[src/rtl/battleship_game_ctrl_if.sv]
// Button inputs and board/cursor/state outputs of the battleship game controller.
interface battleship_game_ctrl_if #(
  parameter int N = 5
) ();
  logic                     btn_up;
  logic                     btn_down;
  logic                     btn_left;
  logic                     btn_right;
  logic                     btn_fire;
  logic [2:0]               i_actual;
  logic [2:0]               j_actual;
  logic [N-1:0][N-1:0][1:0] tablero_jugador;
  logic [N-1:0][N-1:0][1:0] tablero_pc;
  logic [2:0]               game_state;

  // Button source side (testbench / debouncer) and display/readback consumer.
  modport master (
    output btn_up, btn_down, btn_left, btn_right, btn_fire,
    input  i_actual, j_actual, tablero_jugador, tablero_pc, game_state
  );

  // Game controller side.
  modport slave (
    input  btn_up, btn_down, btn_left, btn_right, btn_fire,
    output i_actual, j_actual, tablero_jugador, tablero_pc, game_state
  );
endinterface

[src/rtl/battleship_game_ctrl.sv]
// Battleship game controller: owns both 5x5 boards, the cursor, the turn
// timer and the PLACE/PLAYER/PC/WIN/LOSE state machine. The PC opponent
// draws shot candidates from an 8-bit Fibonacci LFSR.
// Cell encoding: 00 water, 01 ship, 10 miss, 11 hit (bit1 = already shot).
module battleship_game_ctrl #(
  parameter int             N            = 5,
  parameter int             SHIP_CELLS   = 5,
  parameter logic [N*N-1:0] PC_SHIP_MASK = 25'h000_001F,
  parameter int             TURN_TIMEOUT = 250_000_000,
  parameter logic [7:0]     LFSR_SEED    = 8'hA5
) (
  input  logic                  clk,
  input  logic                  rst_n,
  battleship_game_ctrl_if.slave bus
);

  typedef enum logic [2:0] {
    ST_PLACE  = 3'd0,
    ST_PLAYER = 3'd1,
    ST_PC     = 3'd2,
    ST_WIN    = 3'd3,
    ST_LOSE   = 3'd4
  } state_e;

  localparam int             TW      = $clog2(TURN_TIMEOUT) + 1;
  localparam logic [TW-1:0]  T_LAST  = TW'(TURN_TIMEOUT - 1);
  localparam logic [2:0]     MAX_IDX = 3'(N - 1);
  localparam logic [2:0]     N_IDX   = 3'(N);
  localparam logic [2:0]     SC      = 3'(SHIP_CELLS);

  state_e                   state_q, state_d;
  logic [2:0]               i_q, i_d, j_q, j_d;
  logic [N-1:0][N-1:0][1:0] jug_q, jug_d;
  logic [N-1:0][N-1:0][1:0] pc_q, pc_d;
  logic [2:0]               placed_q, placed_d;
  logic [2:0]               phits_q, phits_d;
  logic [2:0]               pchits_q, pchits_d;
  logic [TW-1:0]            timer_q, timer_d;
  logic [7:0]               lfsr_q, lfsr_d;

  logic [2:0] cand_r, cand_c;
  logic       move_ok;

  // Next-state logic: cursor, LFSR, board updates and turn sequencing.
  always_comb begin
    state_d  = state_q;
    i_d      = i_q;
    j_d      = j_q;
    jug_d    = jug_q;
    pc_d     = pc_q;
    placed_d = placed_q;
    phits_d  = phits_q;
    pchits_d = pchits_q;
    timer_d  = '0;
    lfsr_d   = {lfsr_q[6:0], lfsr_q[7] ^ lfsr_q[5] ^ lfsr_q[4] ^ lfsr_q[3]};
    cand_r   = lfsr_q[2:0];
    cand_c   = lfsr_q[5:3];

    // Fire always acts on the pre-move cursor, so a fire cycle never moves.
    move_ok = (state_q == ST_PLACE || state_q == ST_PLAYER) && !bus.btn_fire;
    if (move_ok) begin
      if (bus.btn_up) begin
        if (i_q != 3'd0) i_d = i_q - 3'd1;
      end else if (bus.btn_down) begin
        if (i_q != MAX_IDX) i_d = i_q + 3'd1;
      end else if (bus.btn_left) begin
        if (j_q != 3'd0) j_d = j_q - 3'd1;
      end else if (bus.btn_right) begin
        if (j_q != MAX_IDX) j_d = j_q + 3'd1;
      end
    end

    unique case (state_q)
      ST_PLACE: begin
        if (bus.btn_fire && jug_q[i_q][j_q] == 2'b00) begin
          jug_d[i_q][j_q] = 2'b01;
          placed_d        = placed_q + 3'd1;
          if (placed_d == SC) state_d = ST_PLAYER;
        end
      end
      ST_PLAYER: begin
        // A valid shot on the last timer cycle takes precedence over timeout.
        if (bus.btn_fire && !pc_q[i_q][j_q][1]) begin
          pc_d[i_q][j_q] = {1'b1, pc_q[i_q][j_q][0]};
          if (pc_q[i_q][j_q][0]) phits_d = phits_q + 3'd1;
          state_d = (phits_d == SC) ? ST_WIN : ST_PC;
        end else if (timer_q == T_LAST) begin
          state_d = ST_PC;
        end else begin
          timer_d = timer_q + TW'(1);
        end
      end
      ST_PC: begin
        // Out-of-range or already-shot candidates simply retry next cycle.
        if (cand_r < N_IDX && cand_c < N_IDX) begin
          if (!jug_q[cand_r][cand_c][1]) begin
            jug_d[cand_r][cand_c] = {1'b1, jug_q[cand_r][cand_c][0]};
            if (jug_q[cand_r][cand_c][0]) pchits_d = pchits_q + 3'd1;
            state_d = (pchits_d == SC) ? ST_LOSE : ST_PLAYER;
          end
        end
      end
      default: ; // WIN / LOSE are terminal
    endcase
  end

  // State registers with synchronous active-low reset.
  always_ff @(posedge clk) begin
    if (!rst_n) begin
      state_q  <= ST_PLACE;
      i_q      <= '0;
      j_q      <= '0;
      jug_q    <= '0;
      placed_q <= '0;
      phits_q  <= '0;
      pchits_q <= '0;
      timer_q  <= '0;
      lfsr_q   <= LFSR_SEED;
      for (int r = 0; r < N; r++)
        for (int c = 0; c < N; c++)
          pc_q[r][c] <= {1'b0, PC_SHIP_MASK[r*N+c]};
    end else begin
      state_q  <= state_d;
      i_q      <= i_d;
      j_q      <= j_d;
      jug_q    <= jug_d;
      pc_q     <= pc_d;
      placed_q <= placed_d;
      phits_q  <= phits_d;
      pchits_q <= pchits_d;
      timer_q  <= timer_d;
      lfsr_q   <= lfsr_d;
    end
  end

  assign bus.i_actual        = i_q;
  assign bus.j_actual        = j_q;
  assign bus.tablero_jugador = jug_q;
  assign bus.tablero_pc      = pc_q;
  assign bus.game_state      = state_q;

endmodule

[src/flat_wrapper.sv]
// flat-port wrapper written by rule: the top's interface ports become plain ports
module battleship_game_ctrl_flat 
#(
  parameter int             N            = 5,
  parameter int             SHIP_CELLS   = 5,
  parameter logic [N*N-1:0] PC_SHIP_MASK = 25'h000_001F,
  parameter int             TURN_TIMEOUT = 250_000_000,
  parameter logic [7:0]     LFSR_SEED    = 8'hA5
)
  (clk, rst_n, bus_btn_up, bus_btn_down, bus_btn_left, bus_btn_right, bus_btn_fire, bus_i_actual, bus_j_actual, bus_tablero_jugador, bus_tablero_pc, bus_game_state);
  battleship_game_ctrl_if #(.N(N)) bus_i ();
  input  logic clk;
  input  logic rst_n;
  input wire logic [$bits(bus_i.btn_up)-1:0] bus_btn_up;
  input wire logic [$bits(bus_i.btn_down)-1:0] bus_btn_down;
  input wire logic [$bits(bus_i.btn_left)-1:0] bus_btn_left;
  input wire logic [$bits(bus_i.btn_right)-1:0] bus_btn_right;
  input wire logic [$bits(bus_i.btn_fire)-1:0] bus_btn_fire;
  output wire logic [$bits(bus_i.i_actual)-1:0] bus_i_actual;
  output wire logic [$bits(bus_i.j_actual)-1:0] bus_j_actual;
  output wire logic [$bits(bus_i.tablero_jugador)-1:0] bus_tablero_jugador;
  output wire logic [$bits(bus_i.tablero_pc)-1:0] bus_tablero_pc;
  output wire logic [$bits(bus_i.game_state)-1:0] bus_game_state;
  assign bus_i.btn_up = bus_btn_up;
  assign bus_i.btn_down = bus_btn_down;
  assign bus_i.btn_left = bus_btn_left;
  assign bus_i.btn_right = bus_btn_right;
  assign bus_i.btn_fire = bus_btn_fire;
  assign bus_i_actual = bus_i.i_actual;
  assign bus_j_actual = bus_i.j_actual;
  assign bus_tablero_jugador = bus_i.tablero_jugador;
  assign bus_tablero_pc = bus_i.tablero_pc;
  assign bus_game_state = bus_i.game_state;
  battleship_game_ctrl #(.N(N), .SHIP_CELLS(SHIP_CELLS), .PC_SHIP_MASK(PC_SHIP_MASK), .TURN_TIMEOUT(TURN_TIMEOUT), .LFSR_SEED(LFSR_SEED)) u_core (.clk(clk), .rst_n(rst_n), .bus(bus_i));
endmodule
[config.mk]
export PLATFORM = sky130hd
export DESIGN_NAME = battleship_game_ctrl_flat
export DESIGN_NICKNAME = d
export VERILOG_FILES = /design/src/rtl/battleship_game_ctrl_if.sv /design/src/rtl/battleship_game_ctrl.sv /design/src/flat_wrapper.sv
export SDC_FILE = /design/constraint.sdc
export NUM_CORES = 1
export LEC_CHECK = 0
export ABC_AREA = 1
export CAP_MARGIN = 20
export CORE_MARGIN = 3
export CORE_UTILIZATION = 30
export DETAILED_ROUTE_END_ITERATION = 6
export SYNTH_ARGS = -nofsm -noshare
export SYNTH_HDL_FRONTEND = slang
export SYNTH_SLANG_ARGS = --single-unit
[constraint.sdc]
create_clock -name clk -period 2.34 [get_ports clk]
set_input_delay 0.702 -clock clk [delete_from_list [all_inputs] [get_ports clk]]
set_output_delay 0.702 -clock clk [all_outputs]
set_load 0.005 [all_outputs]
-- After elaboration in Yosys (flattened, before gate mapping)
Cells that the tools add are included.
- bitwise operators: 11
- mux-type cells: 50
- order comparisons: 10
- reductions and logical operators: 29
- add/subtract/negate cells: 8
- equality and inequality tests: 15
- operator list (cell ; number):
    $mux 50 ; 3
    $bwmux 50 ; 2
    $pmux 50 s2 ; 1
    $bmux 10 s3 ; 3
    $mux 3 ; 22
    $demux 10 s3 ; 2
    $mux 10 ; 5
    $add 29x1->29 const B ; 1
    $eq 29x28->1 const B ; 1
    $and 25x25->25 ; 1
    $not 25->25 ; 1
    $or 25x25->25 ; 1
    $bmux 2 s3 ; 3
    $lt 3x4->1 const B ; 4
    $add 3x1->3 const B ; 5
    $demux 2 s3 ; 2
    $ge 3x1->1 const B ; 4
    $reduce_and 6->1 ; 2
    $mux 2 ; 5
    $reduce_bool 2->1 ; 5
    $eq 3x3->1 const B ; 3
    $ne 3x3->1 const B ; 3
    $pmux 3 s3 ; 1
    $reduce_bool 3->1 ; 3
    18 further kinds ; 40
- logic and storage cells: 181
- input port bits: 7
- output and inout port bits: 109
- flip-flop bits (word level): 155

-- Depth between registers and ports, before layout
- depth after elaboration: 13
- gate-level depth with buffers: 18
- mapped depth without buffers: 16

-- Least setup slack after synthesis
OpenSTA, ideal clock, no wires.
- kind: register to register
- from: reg u_core.i_q[1], in the netlist u_core.bus.i_actual[1]
- to: reg u_core.jug_q, in the netlist u_core.bus.tablero_jugador[7]
- data arrival time: 1.758 ns
- path buffers: 3
- clock period less this slack: 1.885 ns
- data required time: 2.212 ns
- cell stages (with the launch flop): 15
- path slack: 0.455 ns
- path through: dfxtp_1 buf_6 inv_4 nor3_4 nand2_1 nand2_1 nor2_1 nor2_1 nor2_4 nand4_4 nand2_2 buf_6 buf_6 a21oi_2 nor2_1
- cells in the longest elaborated chain, start to end: 8
- elaborated cells on any way between the ends: 17
- classes of those cells: 2 x order compare; 1 x eq/ne; 8 x mux; 2 x bitwise; 4 x reduce/logical
- RTL lines (element ; line ; text):
    from (decl) ; battleship_game_ctrl.sv:32 ; logic [2:0] i_q, i_d, j_q, j_d;
    from (signal assigned) ; battleship_game_ctrl.sv:124 ; i_q <= i_d;
    $bmux 10 s3 (tied with other cells) ; battleship_game_ctrl.sv:75 ; if (bus.btn_fire && jug_q[i_q][j_q] == 2'b00) begin
    $mux 10 (not written as such) or $logic_and 1x1->1 (tied branches) ; battleship_game_ctrl.sv:75, battleship_game_ctrl.sv:76 ;
    $bmux 2 s3 or $mux 10 (tied branches) ; battleship_game_ctrl.sv:75, battleship_game_ctrl.sv:76 ;
    $mux 2 (not written as such) or $demux 10 s3 (tied branches) ; n/a ;
    $logic_not 2->1 or $not 25->25 (tied branches) ; n/a ;
    $logic_and 1x1->1 or $and 25x25->25 (tied branches) ; n/a ;
    $ne 2x2->1 (no source line) or $mux 50 (tied branches) ; n/a ;
    $reduce_and 4->1 (no source line) or $pmux 50 s2 (tied branches) ; n/a ;
    to (signal assigned) ; battleship_game_ctrl.sv:126 ; jug_q <= jug_d;
    to (decl) ; battleship_game_ctrl.sv:33 ; logic [N-1:0][N-1:0][1:0] jug_q, jug_d;
Several ways; a longest one is shown, not always the timed one. The select of a mux whose other input is x is not followed.
A chain may end at the register's enable or synchronous reset.

-- Worst setup path after layout
- from: reg u_core.jug_q, in the netlist u_core.bus.tablero_jugador[6]
- to: out bus_tablero_jugador[6]
- RTL lines (element ; line ; text):
    to (decl) ; flat_wrapper.sv:21 ; output wire logic [$bits(bus_i.tablero_jugador)-1:0] bus_tablero_jugador;
No word-level cell between the ends.

==> run summary <==
=======================================================================================
Area used by sequential logic in the layout ..............................     3110 µm²
Flop-to-flop setup slack .................................................       140 ps
Leakage power total ......................................................     4.535 nW
Slowest CP cell .......................................................... clkdlybuf4s50_1
Width of the chip ........................................................     175.1 µm
Max H-tree Level .........................................................            4
Height of the die ........................................................     175.1 µm
Measured slew at the worst slew-check pin ................................     509.7 ps
Initial antenna violation count ..........................................            0
Multi-input combinational cell area ......................................     4541 µm²
Number of violations reported at the end of detailed-routing iteration 0 .          860
Maximum clock insertion buffer count .....................................            2
I/O pins .................................................................          116
Core outline area ........................................................    28010 µm²
Fraction of final layout cells with drive strength greater than 1 ........       0.1285
First-pass GRT wire length ...............................................     46520 µm
Setup clock skew after layout ............................................     12.63 ps
Proportion of synthesized chip area in sequential cells ..................       0.3616
Total Nets Final .........................................................         1449
Multiplexer fraction of the synthesized cell area ........................            0
Overall power ............................................................     10.30 mW
Insertion delay to the later sink of the worst-skew pair .................       440 ps
Detailed Place HPWL ......................................................     22130 µm
Critical path capture point type .........................................   output pin
Fraction of registers with async set or reset after synthesis ............            0
Highest ir drop seen on vdd ..............................................  0.0004487 V
Worst path max stage delay ...............................................       580 ps
Synthesized-area fraction occupied by xor and xnor cells .................      0.01837
Synthesized area per cell ................................................    6.617 µm²
Area leader, netlist .....................................................      dfxtp_1
CTS Root Buffer Type .....................................................    clkbuf_16
Worst slew slack as a fraction of its limit ..............................       0.6597
Clock Pin Slew Worst Setup and Hold Paths ................................        70 ps
EDFF count, synth ........................................................            0
Diodes inserted ..........................................................            0
Number of global-route vias before repair ................................         8304
Critical path start-end classification ...................................      reg2out
Final critical-path setup slack ..........................................     84.49 ps
Most used cells in the layout excluding fill and tap cells ............... nand2_1, nor2_1, inv_1, dfxtp_1, clkdlybuf4s50_1
Port-buffer cells ........................................................          115
Pin count of the biggest net entering global routing .....................           40
Tmin final ...............................................................      2256 ps
Final-report hold violation count ........................................            0
Final cell count without fillers .........................................         1826
Area fraction of the dominant cell type after synthesis ..................       0.3616
Clock tree sinks .........................................................          155
Most common library cell in the layout ignoring fill and taps ............      nand2_1
Gr usage total ...........................................................       0.1921
First drt pass iteration count ...........................................            7
Post-Synthesis Cells .....................................................         1297
Post-DRT Antenna Nets ....................................................            0
Cell area after synthesis ................................................     8582 µm²
Number of vias after detailed routing ....................................         8866
Post-detailed-placement cell area ........................................    10410 µm²
Residual DRC .............................................................            0
Post-place setup slack ...................................................     3.849 ps
Total CTS buffers ........................................................           17
Critical path's top delay family ......................................... buffers and inverters
Synthesized-area fraction occupied by ao, oa, aoi and oai cells ..........       0.1322
Number of synthesized register bits ......................................          155
Dominant combinational cell family by area after synthesis ............... simple AND/OR/NAND/NOR gates
Number of placement rows .................................................           61
Max-cap violation count ..................................................            0
Die area .................................................................    30670 µm²
Data arrival time of the critical path ...................................      1550 ps
Aggregate routed wire length .............................................     29670 µm
Primary flip-flop cell chosen by synthesis mapping .......................      dfxtp_1
Global-route congestion overflow total ...................................            0
Type of the tightest min-delay check .....................................      reg2reg
Post-placement cell count ................................................         1791
Yosys cell types .........................................................           47
Ordered cell list for the critical path .................................. clkdlybuf4s50_1
Count of buffering cells on the critical path with inverters included ....            1
Cell Pwr Density ......................................................... 924.4 nW/µm²
FILL cells ...............................................................         2915
TritonCTS clock tree .....................................................         done
Routability congestion estimate from global placement ....................       0.9164
Post-detailed-route via-to-cell ratio ....................................        4.855
Adder-Cell Fraction of Synth Area ........................................      0.01196
Run status ............................................................... finished clean
Layout Cell Area excl Fill ...............................................    11150 µm²
Post-Synth Simple-Gate Area ..............................................       0.3597
Initial standard-cell utilization of the core ............................       0.3064
Required @ worst endpoint ................................................      1640 ps
Setup TNS ................................................................         0 ps
Top achievable clock speed ...............................................    443.4 MHz
Crit share post-route ....................................................       0.9639
Total of endpoints with negative setup slack in the final report .........            0
Top area cells in the synthesized netlist ................................ dfxtp_1, nand2_1, nor2_1, inv_1, nand3_1
Maximum fanout encountered on the critical timing path ...................            5
Pins Over Slew Limit .....................................................            0
Final routed wire length divided by cell count ...........................     16.25 µm
Number of nets in the synthesized netlist ................................         1311
Crit start category ......................................................         flop
Synth-to-Final Area Change ...............................................       29.89%
Number of synthesis warnings .............................................            0
=======================================================================================
final timing paths:
| check | start | end | depth (start not counted) |
|---|---|---|---|
| setup / recovery | u_core.bus.tablero_jugador[6]$_SDFFE_PN0P_ | bus_tablero_jugador[6] | 1 |
| hold / removal | u_core.lfsr_q[6]$_SDFF_PN0_ | u_core.lfsr_q[7]$_SDFF_PN1_ | 1 |
| setup reg to reg | u_core.bus.i_actual[2]$_SDFFE_PN0P_ | u_core.bus.tablero_jugador[11]$_SDFFE_PN0P_ | 15 |
| hold reg to reg | u_core.lfsr_q[6]$_SDFF_PN0_ | u_core.lfsr_q[7]$_SDFF_PN1_ | 1 |
cells in the mapped netlist (4+ instances only):
| library cell | instances |
|---|---|
| xor2_1 | 11 |
| a31oi_1 | 4 |
| nand3b_1 | 6 |
| o21a_1 | 4 |
| ha_1 | 5 |
| nor3b_1 | 6 |
| nor3_1 | 9 |
| nand3_1 | 83 |
| inv_2 | 6 |
| dfxtp_1 | 155 |
| inv_1 | 163 |
| nor2_1 | 199 |
| o21ai_0 | 56 |
| nor2_2 | 5 |
| clkbuf_1 | 23 |
| a21oi_2 | 35 |
| buf_6 | 11 |
| a21oi_1 | 69 |
| o21ai_1 | 8 |
| nand2_1 | 318 |
| nand4_1 | 42 |
| buf_2 | 13 |
| xnor2_1 | 7 |
| or2_2 | 7 |
| buf_4 | 10 |
| nand3_2 | 7 |
metrics by stage:
| stage | utilization | hold slack [ps] |
|---|---|---|
| 3_5_place_dp | 0.3718 | 398.8 |
| 6_report | 0.3980 | 433.3 |
| 2_1_floorplan | - | 392.5 |
| 4_1_cts | 0.3936 | 435.3 |
| 5_1_grt | 0.3980 | 458.9 |
| 3_3_place_gp | 0.3718 | 401.0 |
logic make-up after synthesis:
kind of cell | Yosys count
AO/OA/AOI/OAI | 190
XOR/XNOR | 18
adder cells (fa/ha/maj) | 7
buffers and inverters | 228
flip-flops | 155
AND/OR/NAND/NOR | 699
registers in the layout, summed over array words and instances, names as in the netlist:
name,cells
u_core.bus.game_state,3
u_core.bus.i_actual,3
u_core.bus.j_actual,3
u_core.bus.tablero_jugador,50
u_core.bus.tablero_pc,50
u_core.lfsr_q,8
u_core.pchits_q,3
u_core.phits_q,3
u_core.placed_q,3
u_core.timer_q,29
final cells by class:
cell class | count | area share
Tap cell | 378 | 0.04243
Multi-Input combinational cell | 914 | 0.4073
Clock buffer | 17 | 0.03816
Sequential cell | 155 | 0.2790
Timing Repair Buffer | 176 | 0.1583
Inverter | 171 | 0.05826
Clock inverter | 15 | 0.01650
per-layer routing:
layer  GRT usage  up-vias  wire length, µm
met1      0.2729     4112            13770
met3     0.02934       34             2106
met5           0        -                0
li1            -     4408                -
met2      0.2998      312            13200
met4     0.05884        0              601
power by group:
| group | internal [mW] | switching, mW |
|---|---|---|
| clock network | 1.70 | 1.24 |
| logic | 1.68 | 2.33 |
| registers | 2.93 | 0.421 |
repair_timing:
action,in CTS,in global routing
setup endpoints to repair,1,48
pin swaps,0,1
gates cloned,0,2
resized for setup,1,21
buffers inserted,0,1
hold buffers,0,0
(Power assumes the default switching activity.)
